File: src/rtl/data_memory_arbiter_if.sv
// Bundle of requester-side and memory-side signals of the data memory arbiter.
// The slave modport is the arbiter's view; master is the requesters/memory side.
interface data_memory_arbiter_if;
    // Requester 0 (processor core)
    logic        r0_req_i;
    logic        r0_we_i;
    logic [31:0] r0_addr_i;
    logic [31:0] r0_wdata_i;
    logic        r0_gnt_o;
    logic        r0_rvalid_o;
    logic [31:0] r0_rdata_o;
    logic        r0_err_o;

    // Requester 1 (DMA / debug)
    logic        r1_req_i;
    logic        r1_we_i;
    logic [31:0] r1_addr_i;
    logic [31:0] r1_wdata_i;
    logic        r1_gnt_o;
    logic        r1_rvalid_o;
    logic [31:0] r1_rdata_o;
    logic        r1_err_o;

    // Single-port data memory
    logic        mem_we_o;
    logic [31:0] mem_addr_o;
    logic [31:0] mem_wd_o;
    logic [31:0] mem_rd_i;

    modport slave (
        input  r0_req_i, r0_we_i, r0_addr_i, r0_wdata_i,
        output r0_gnt_o, r0_rvalid_o, r0_rdata_o, r0_err_o,
        input  r1_req_i, r1_we_i, r1_addr_i, r1_wdata_i,
        output r1_gnt_o, r1_rvalid_o, r1_rdata_o, r1_err_o,
        output mem_we_o, mem_addr_o, mem_wd_o,
        input  mem_rd_i
    );

    modport master (
        output r0_req_i, r0_we_i, r0_addr_i, r0_wdata_i,
        input  r0_gnt_o, r0_rvalid_o, r0_rdata_o, r0_err_o,
        output r1_req_i, r1_we_i, r1_addr_i, r1_wdata_i,
        input  r1_gnt_o, r1_rvalid_o, r1_rdata_o, r1_err_o,
        input  mem_we_o, mem_addr_o, mem_wd_o,
        output mem_rd_i
    );
endinterface

File: src/rtl/data_memory_arbiter.sv
// Round-robin arbiter sharing one single-port word-addressed data memory
// between the core (requester 0) and a secondary master (requester 1).
// Grant is combinational; the response (rvalid/rdata/err) is registered at
// the grant edge and visible one cycle later.
//
// state      | meaning
// -----------+------------------------------------------------------
// S_LAST_R0  | requester 0 had the most recent grant; r1 wins contention
// S_LAST_R1  | requester 1 had the most recent grant; r0 wins contention
module data_memory_arbiter #(
    parameter int MEM_WORDS = 64
) (
    input  logic clk_i,
    input  logic rst_i,
    data_memory_arbiter_if.slave bus
);

    typedef enum logic {
        S_LAST_R0 = 1'b0,
        S_LAST_R1 = 1'b1
    } state_t;

    localparam logic [29:0] LP_WORDS = 30'(MEM_WORDS);

    state_t      r_state;
    state_t      w_state_nxt;

    logic        w_gnt0;
    logic        w_gnt1;
    logic        w_legal0;
    logic        w_legal1;
    logic        w_sel_we;
    logic        w_sel_legal;
    logic [31:0] w_sel_addr;
    logic [31:0] w_sel_wd;
    logic [31:0] w_rsp_rdata;

    logic        r_rvalid0;
    logic [31:0] r_rdata0;
    logic        r_err0;
    logic        r_rvalid1;
    logic [31:0] r_rdata1;
    logic        r_err1;

    // Legal access: word aligned and inside the attached memory.
    assign w_legal0 = (bus.r0_addr_i[1:0] == 2'b00) && (bus.r0_addr_i[31:2] < LP_WORDS);
    assign w_legal1 = (bus.r1_addr_i[1:0] == 2'b00) && (bus.r1_addr_i[31:2] < LP_WORDS);

    // Arbitration state register; reset favours requester 0 at first contention.
    always_ff @(posedge clk_i) begin
        if (rst_i) begin
            r_state <= S_LAST_R1;
        end else begin
            r_state <= w_state_nxt;
        end
    end

    // Next state: remember whoever is granted, hold when idle.
    always_comb begin
        w_state_nxt = r_state;
        if (w_gnt0) begin
            w_state_nxt = S_LAST_R0;
        end else if (w_gnt1) begin
            w_state_nxt = S_LAST_R1;
        end
    end

    // Outputs: grant decision and memory-side mux of the winner's request.
    always_comb begin
        w_gnt0      = bus.r0_req_i && (!bus.r1_req_i || (r_state == S_LAST_R1));
        w_gnt1      = bus.r1_req_i && (!bus.r0_req_i || (r_state == S_LAST_R0));
        w_sel_we    = 1'b0;
        w_sel_legal = 1'b0;
        w_sel_addr  = 32'h0;
        w_sel_wd    = 32'h0;
        if (w_gnt0) begin
            w_sel_we    = bus.r0_we_i;
            w_sel_legal = w_legal0;
            w_sel_addr  = bus.r0_addr_i;
            w_sel_wd    = bus.r0_wdata_i;
        end else if (w_gnt1) begin
            w_sel_we    = bus.r1_we_i;
            w_sel_legal = w_legal1;
            w_sel_addr  = bus.r1_addr_i;
            w_sel_wd    = bus.r1_wdata_i;
        end
    end

    // Illegal accesses never reach memory; reset also suppresses the write.
    assign bus.mem_we_o   = w_sel_we && w_sel_legal && !rst_i;
    assign bus.mem_addr_o = w_sel_addr;
    assign bus.mem_wd_o   = w_sel_wd;

    // Read data is only returned for legal reads; writes and errors return 0.
    assign w_rsp_rdata = (w_sel_we || !w_sel_legal) ? 32'h0 : bus.mem_rd_i;

    // Per-port response registers: one-cycle rvalid, data/err hold between grants.
    always_ff @(posedge clk_i) begin
        if (rst_i) begin
            r_rvalid0 <= 1'b0;
            r_rdata0  <= 32'h0;
            r_err0    <= 1'b0;
            r_rvalid1 <= 1'b0;
            r_rdata1  <= 32'h0;
            r_err1    <= 1'b0;
        end else begin
            r_rvalid0 <= w_gnt0;
            r_rvalid1 <= w_gnt1;
            if (w_gnt0) begin
                r_rdata0 <= w_rsp_rdata;
                r_err0   <= !w_sel_legal;
            end
            if (w_gnt1) begin
                r_rdata1 <= w_rsp_rdata;
                r_err1   <= !w_sel_legal;
            end
        end
    end

    assign bus.r0_gnt_o    = w_gnt0;
    assign bus.r0_rvalid_o = r_rvalid0;
    assign bus.r0_rdata_o  = r_rdata0;
    assign bus.r0_err_o    = r_err0;
    assign bus.r1_gnt_o    = w_gnt1;
    assign bus.r1_rvalid_o = r_rvalid1;
    assign bus.r1_rdata_o  = r_rdata1;
    assign bus.r1_err_o    = r_err1;

endmodule

File: src/flat_wrapper.sv
// flat-port wrapper written by rule: the top's interface ports become plain ports
module data_memory_arbiter_flat 
#(
    parameter int MEM_WORDS = 64
)
  (clk_i, rst_i, bus_r0_req_i, bus_r0_we_i, bus_r0_addr_i, bus_r0_wdata_i, bus_r0_gnt_o, bus_r0_rvalid_o, bus_r0_rdata_o, bus_r0_err_o, bus_r1_req_i, bus_r1_we_i, bus_r1_addr_i, bus_r1_wdata_i, bus_r1_gnt_o, bus_r1_rvalid_o, bus_r1_rdata_o, bus_r1_err_o, bus_mem_we_o, bus_mem_addr_o, bus_mem_wd_o, bus_mem_rd_i);
  data_memory_arbiter_if bus_i ();
  input  logic clk_i;
  input  logic rst_i;
  input wire logic [$bits(bus_i.r0_req_i)-1:0] bus_r0_req_i;
  input wire logic [$bits(bus_i.r0_we_i)-1:0] bus_r0_we_i;
  input wire logic [$bits(bus_i.r0_addr_i)-1:0] bus_r0_addr_i;
  input wire logic [$bits(bus_i.r0_wdata_i)-1:0] bus_r0_wdata_i;
  output wire logic [$bits(bus_i.r0_gnt_o)-1:0] bus_r0_gnt_o;
  output wire logic [$bits(bus_i.r0_rvalid_o)-1:0] bus_r0_rvalid_o;
  output wire logic [$bits(bus_i.r0_rdata_o)-1:0] bus_r0_rdata_o;
  output wire logic [$bits(bus_i.r0_err_o)-1:0] bus_r0_err_o;
  input wire logic [$bits(bus_i.r1_req_i)-1:0] bus_r1_req_i;
  input wire logic [$bits(bus_i.r1_we_i)-1:0] bus_r1_we_i;
  input wire logic [$bits(bus_i.r1_addr_i)-1:0] bus_r1_addr_i;
  input wire logic [$bits(bus_i.r1_wdata_i)-1:0] bus_r1_wdata_i;
  output wire logic [$bits(bus_i.r1_gnt_o)-1:0] bus_r1_gnt_o;
  output wire logic [$bits(bus_i.r1_rvalid_o)-1:0] bus_r1_rvalid_o;
  output wire logic [$bits(bus_i.r1_rdata_o)-1:0] bus_r1_rdata_o;
  output wire logic [$bits(bus_i.r1_err_o)-1:0] bus_r1_err_o;
  output wire logic [$bits(bus_i.mem_we_o)-1:0] bus_mem_we_o;
  output wire logic [$bits(bus_i.mem_addr_o)-1:0] bus_mem_addr_o;
  output wire logic [$bits(bus_i.mem_wd_o)-1:0] bus_mem_wd_o;
  input wire logic [$bits(bus_i.mem_rd_i)-1:0] bus_mem_rd_i;
  assign bus_i.r0_req_i = bus_r0_req_i;
  assign bus_i.r0_we_i = bus_r0_we_i;
  assign bus_i.r0_addr_i = bus_r0_addr_i;
  assign bus_i.r0_wdata_i = bus_r0_wdata_i;
  assign bus_r0_gnt_o = bus_i.r0_gnt_o;
  assign bus_r0_rvalid_o = bus_i.r0_rvalid_o;
  assign bus_r0_rdata_o = bus_i.r0_rdata_o;
  assign bus_r0_err_o = bus_i.r0_err_o;
  assign bus_i.r1_req_i = bus_r1_req_i;
  assign bus_i.r1_we_i = bus_r1_we_i;
  assign bus_i.r1_addr_i = bus_r1_addr_i;
  assign bus_i.r1_wdata_i = bus_r1_wdata_i;
  assign bus_r1_gnt_o = bus_i.r1_gnt_o;
  assign bus_r1_rvalid_o = bus_i.r1_rvalid_o;
  assign bus_r1_rdata_o = bus_i.r1_rdata_o;
  assign bus_r1_err_o = bus_i.r1_err_o;
  assign bus_mem_we_o = bus_i.mem_we_o;
  assign bus_mem_addr_o = bus_i.mem_addr_o;
  assign bus_mem_wd_o = bus_i.mem_wd_o;
  assign bus_i.mem_rd_i = bus_mem_rd_i;
  data_memory_arbiter #(.MEM_WORDS(MEM_WORDS)) u_core (.clk_i(clk_i), .rst_i(rst_i), .bus(bus_i));
endmodule
File: config.mk
export PLATFORM = sky130hd
export DESIGN_NAME = data_memory_arbiter_flat
export DESIGN_NICKNAME = d
export VERILOG_FILES = /design/src/rtl/data_memory_arbiter_if.sv /design/src/rtl/data_memory_arbiter.sv /design/src/flat_wrapper.sv
export SDC_FILE = /design/constraint.sdc
export NUM_CORES = 1
export LEC_CHECK = 0
export ABC_AREA = 1
export BUFFER_PORTS_ARGS = -buffer_cell sky130_fd_sc_hd__buf_2
export CAP_MARGIN = 20
export CORE_ASPECT_RATIO = 1.75
export CORE_MARGIN = 10
export CORE_UTILIZATION = 35
export CTS_CLUSTER_DIAMETER = 200
export DETAILED_ROUTE_END_ITERATION = 6
export GPL_ROUTABILITY_DRIVEN = 0
export MAX_ROUTING_LAYER = met4
export PLACE_DENSITY = 0.75
export SLEW_MARGIN = 20
export SYNTH_ARGS = -nofsm -noshare
export SYNTH_HDL_FRONTEND = slang
export SYNTH_SLANG_ARGS = --single-unit
export TNS_END_PERCENT = 1
File: constraint.sdc
create_clock -name clk_i -period 3.55 [get_ports clk_i]
set_clock_uncertainty 0.2 [all_clocks]
set_input_delay 0.1775 -clock clk_i [delete_from_list [all_inputs] [get_ports clk_i]]
set_output_delay 0.1775 -clock clk_i [all_outputs]
set_load 0.01 [all_outputs]
==> key figures <==
Clock tree
  • Worst-skew pair later-pin latency: 0.32 ns
  • Clock buffer depth: 2
  • Clk pin slew, worst setup/hold paths: 0.05 ns
  • Max H-tree Level: 3
  • Cts repair resizes: 0
  • Root Buffer: clkbuf_16
  • Setup Buffers After CTS: 0
  • Num CTS Buffers: 9
  • Cts hold-fix bufs: 33
  • Clk sinks: 69
  • CTS tree: built

Floorplanning
  • Initial Utilization: 36.0%
  • Placement row count: 47
  • Die ar.: 14200 µm²
  • Core area: 9470 µm²
  • Die Wd: 94.6 µm
  • Die Y: 151 µm
  • Num ports: 301

Setup path
  • Crit Path Class: register to output pin
  • R2R cell count: 8
  • Cell mode on critical path: nand2_4
  • Setup crit end kind: output pin
  • Setup crit start: u_core.r_state$_SDFFE_PP1P_
  • Critical Path Stages: 6
  • CP delay by family, top: buffers and inverters
  • Worst Path Required: 3.17 ns
  • Arrival time at the worst endpoint: 2.36 ns
  • CP cell instances: nand2_4 > nand2_4 > inv_2 > buf_4 > a22o_1 > buf_2
  • Max incr delay on CP: 0.73 ns
  • CP max FO: 114
  • Buf/Inv on CP: 3
  • Slowest-stage cell, CP: buf_4
  • Setup slack, reg-to-reg: 1.11 ns
  • Worst r2r src: u_core.r_state$_SDFFE_PP1P_
  • Worst setup SP type: register
  • R2R Path End: u_core.bus.r0_rdata_o[29]$_SDFFE_PP0P_

Timing
  • Fmax: 365 MHz
  • Worst setup margin: 0.810 ns
  • Worst slew margin: 30.2%
  • Fin. max-slew vios: 0
  • RSZ-0062 raised after global routing: false
  • Final Hold Viols: 0
  • Min cycle time layout: 2.74 ns
  • WHS: 0.0850 ns
  • Period utilization: 77.2%
  • Worst-margin pin slew: 1.05 ns
  • Setup Viol. Count Final: 0
  • Setup TNS: 0 ns

Place
  • Pre-CTS setup slack: 1.02 ns
  • DP HPWL: 14900 µm
  • Placed Instances: 803
  • PortBufs: 300

Job
  • Max Cap Violations: 0

Synth
  • Synthesized cell area: 3410 µm²
  • Async SR Flop Fraction: 0%
  • Ys Warns: 0
  • Yosys top cell area share: 40.5%
  • Top_reg_cell synth: dfxtp_1
  • Synthesized instance count: 420
  • #FFs+latches synth: 69
  • Post-synthesis sequential area ratio: 40.5%
  • Most common cell in the synthesized netlist: o21ai_0
  • Distinct cells, synth: 22
  • Most frequent cells after synthesis: o21ai_0 (72), dfxtp_1 (69), a21oi_1 (66), a22o_1 (42), nor2_1 (30)
  • Cell taking the most area after synthesis: dfxtp_1
  • Mean Syn Cell Area: 8.11 µm²
  • Post-synth EDFFs: 0
  • Synth top area cells: dfxtp_1 (41%), a22o_1 (11%), o21ai_0 (11%), a21oi_1 (9.7%), nand4_1 (4.8%)
  • Net Count, Synth: 586

Power
  • VDD IR max: 0.000418 V
  • Power Dens Cells: 441 nW/µm²
  • Static leakage power: 2.82 nW

Final layout
  • Share of cells above drive strength 1: 46.4%
  • Layout Nets: 891
  • P&R area growth vs syn: 65.6%
  • Layout Cells excl Fill: 879

Route
  • Final WL: 18700 µm
  • Initial DRC count: 297
  • Via/cell ratio: 5.28
  • Drt wl/cell: 21.3 µm
  • DRC viols: 0
  • Via count: 4645
  • DR pass1 iterations: 5
  • DRT antenna net count: 0

Global routing
  • Vias in the first global route: 4684
  • Initial antenna violation count: 27
  • First-pass GRT wire length: 26800 µm
  • Gr ovfl total: 0
  • Total GRT Usage: 25.2%
  • Pin count of the biggest net entering global routing: 115

Worst hold path
  • Worst Hold End: u_core.bus.r0_rvalid_o$_SDFF_PP0_
  • HP Start: bus_r0_req_i
  • Hold Path Cell Cnt: 3
  • Hold Crit Class: primary input to register

Outcome
  • Status: complete, no violations
per-layer routing:
metal,track usage (%),vias up,routed length (µm)
met5,-,-,0
met4,9.32,0,473
met3,16.7,34,2900
met2,39.9,310,8760
met1,24.0,2081,6590
li1,-,2220,-
where the power goes:
group | switching [mW] | internal, mW | total (mW)
registers | 0.0286 | 0.832 | 0.861
logic | 0.347 | 0.264 | 0.611
clock network | 0.331 | 0.686 | 1.02
stage by stage:
| step | utilization (%) | cell area [µm²] | total power, mW |
|---|---|---|---|
| 4_1_cts | 58.9 | 5570 | 2.50 |
| 5_1_grt | 59.6 | 5640 | 2.58 |
| 3_3_place_gp | 51.8 | 4900 | 1.44 |
| 3_5_place_dp | 51.8 | 4900 | 1.46 |
| 6_report | 59.6 | 5640 | 2.49 |
| 2_1_floorplan | - | 3410 | 1.17 |
layout make-up:
class	instances	area, µm²
diodes	27	67.6
clock buffers	10	229
clock inverters	6	111
fillers	856	3830
inverters	13	51.3
multi-input cells	293	1760
flip-flops and latches	69	1380
well taps	122	153
repair buffers	339	1890
worst max path at each step:
stage,end
floorplan,bus_mem_we_o
global placement,bus_mem_we_o
detailed placement,u_core.bus.r1_rdata_o[31]$_SDFFE_PP0P_
CTS,bus_mem_we_o
global route,bus_mem_we_o
finish,bus_mem_wd_o[4]
cells in the final DEF (no fill, tap or decap), types with 26 or more instances in the layout:
| cell | n |
|---|---|
| diode_2 | 27 |
| nor2_1 | 30 |
| buf_2 | 300 |
| dfxtp_1 | 69 |
| a22o_1 | 42 |
| nand2_1 | 26 |
| a21oi_1 | 66 |
| nand4_1 | 26 |
| dlygate4sd3_1 | 33 |
| o21ai_0 | 72 |
flip-flops by register name, summed over array words and instances, names as in the netlist:
register and flops:
u_core.bus.r0_rdata_o 32, u_core.r_state 1, u_core.bus.r1_rdata_o 32, u_core.bus.r1_rvalid_o 1, u_core.bus.r0_rvalid_o 1, u_core.bus.r1_err_o 1, u_core.bus.r0_err_o 1
cell families after synthesis:
family,synth area share (%)
DFF,40.5
buffers and inverters,7.82
AOI/OAI and AO/OA,35.9
and+or+nand+nor,15.7
tightest hold or removal path, cell delays in order:
cell and delay, ns:
buf_2 0.12, o21ai_2 0.15, nor2_1 0.12
Note: power is estimated with default switching activity, not from simulation.
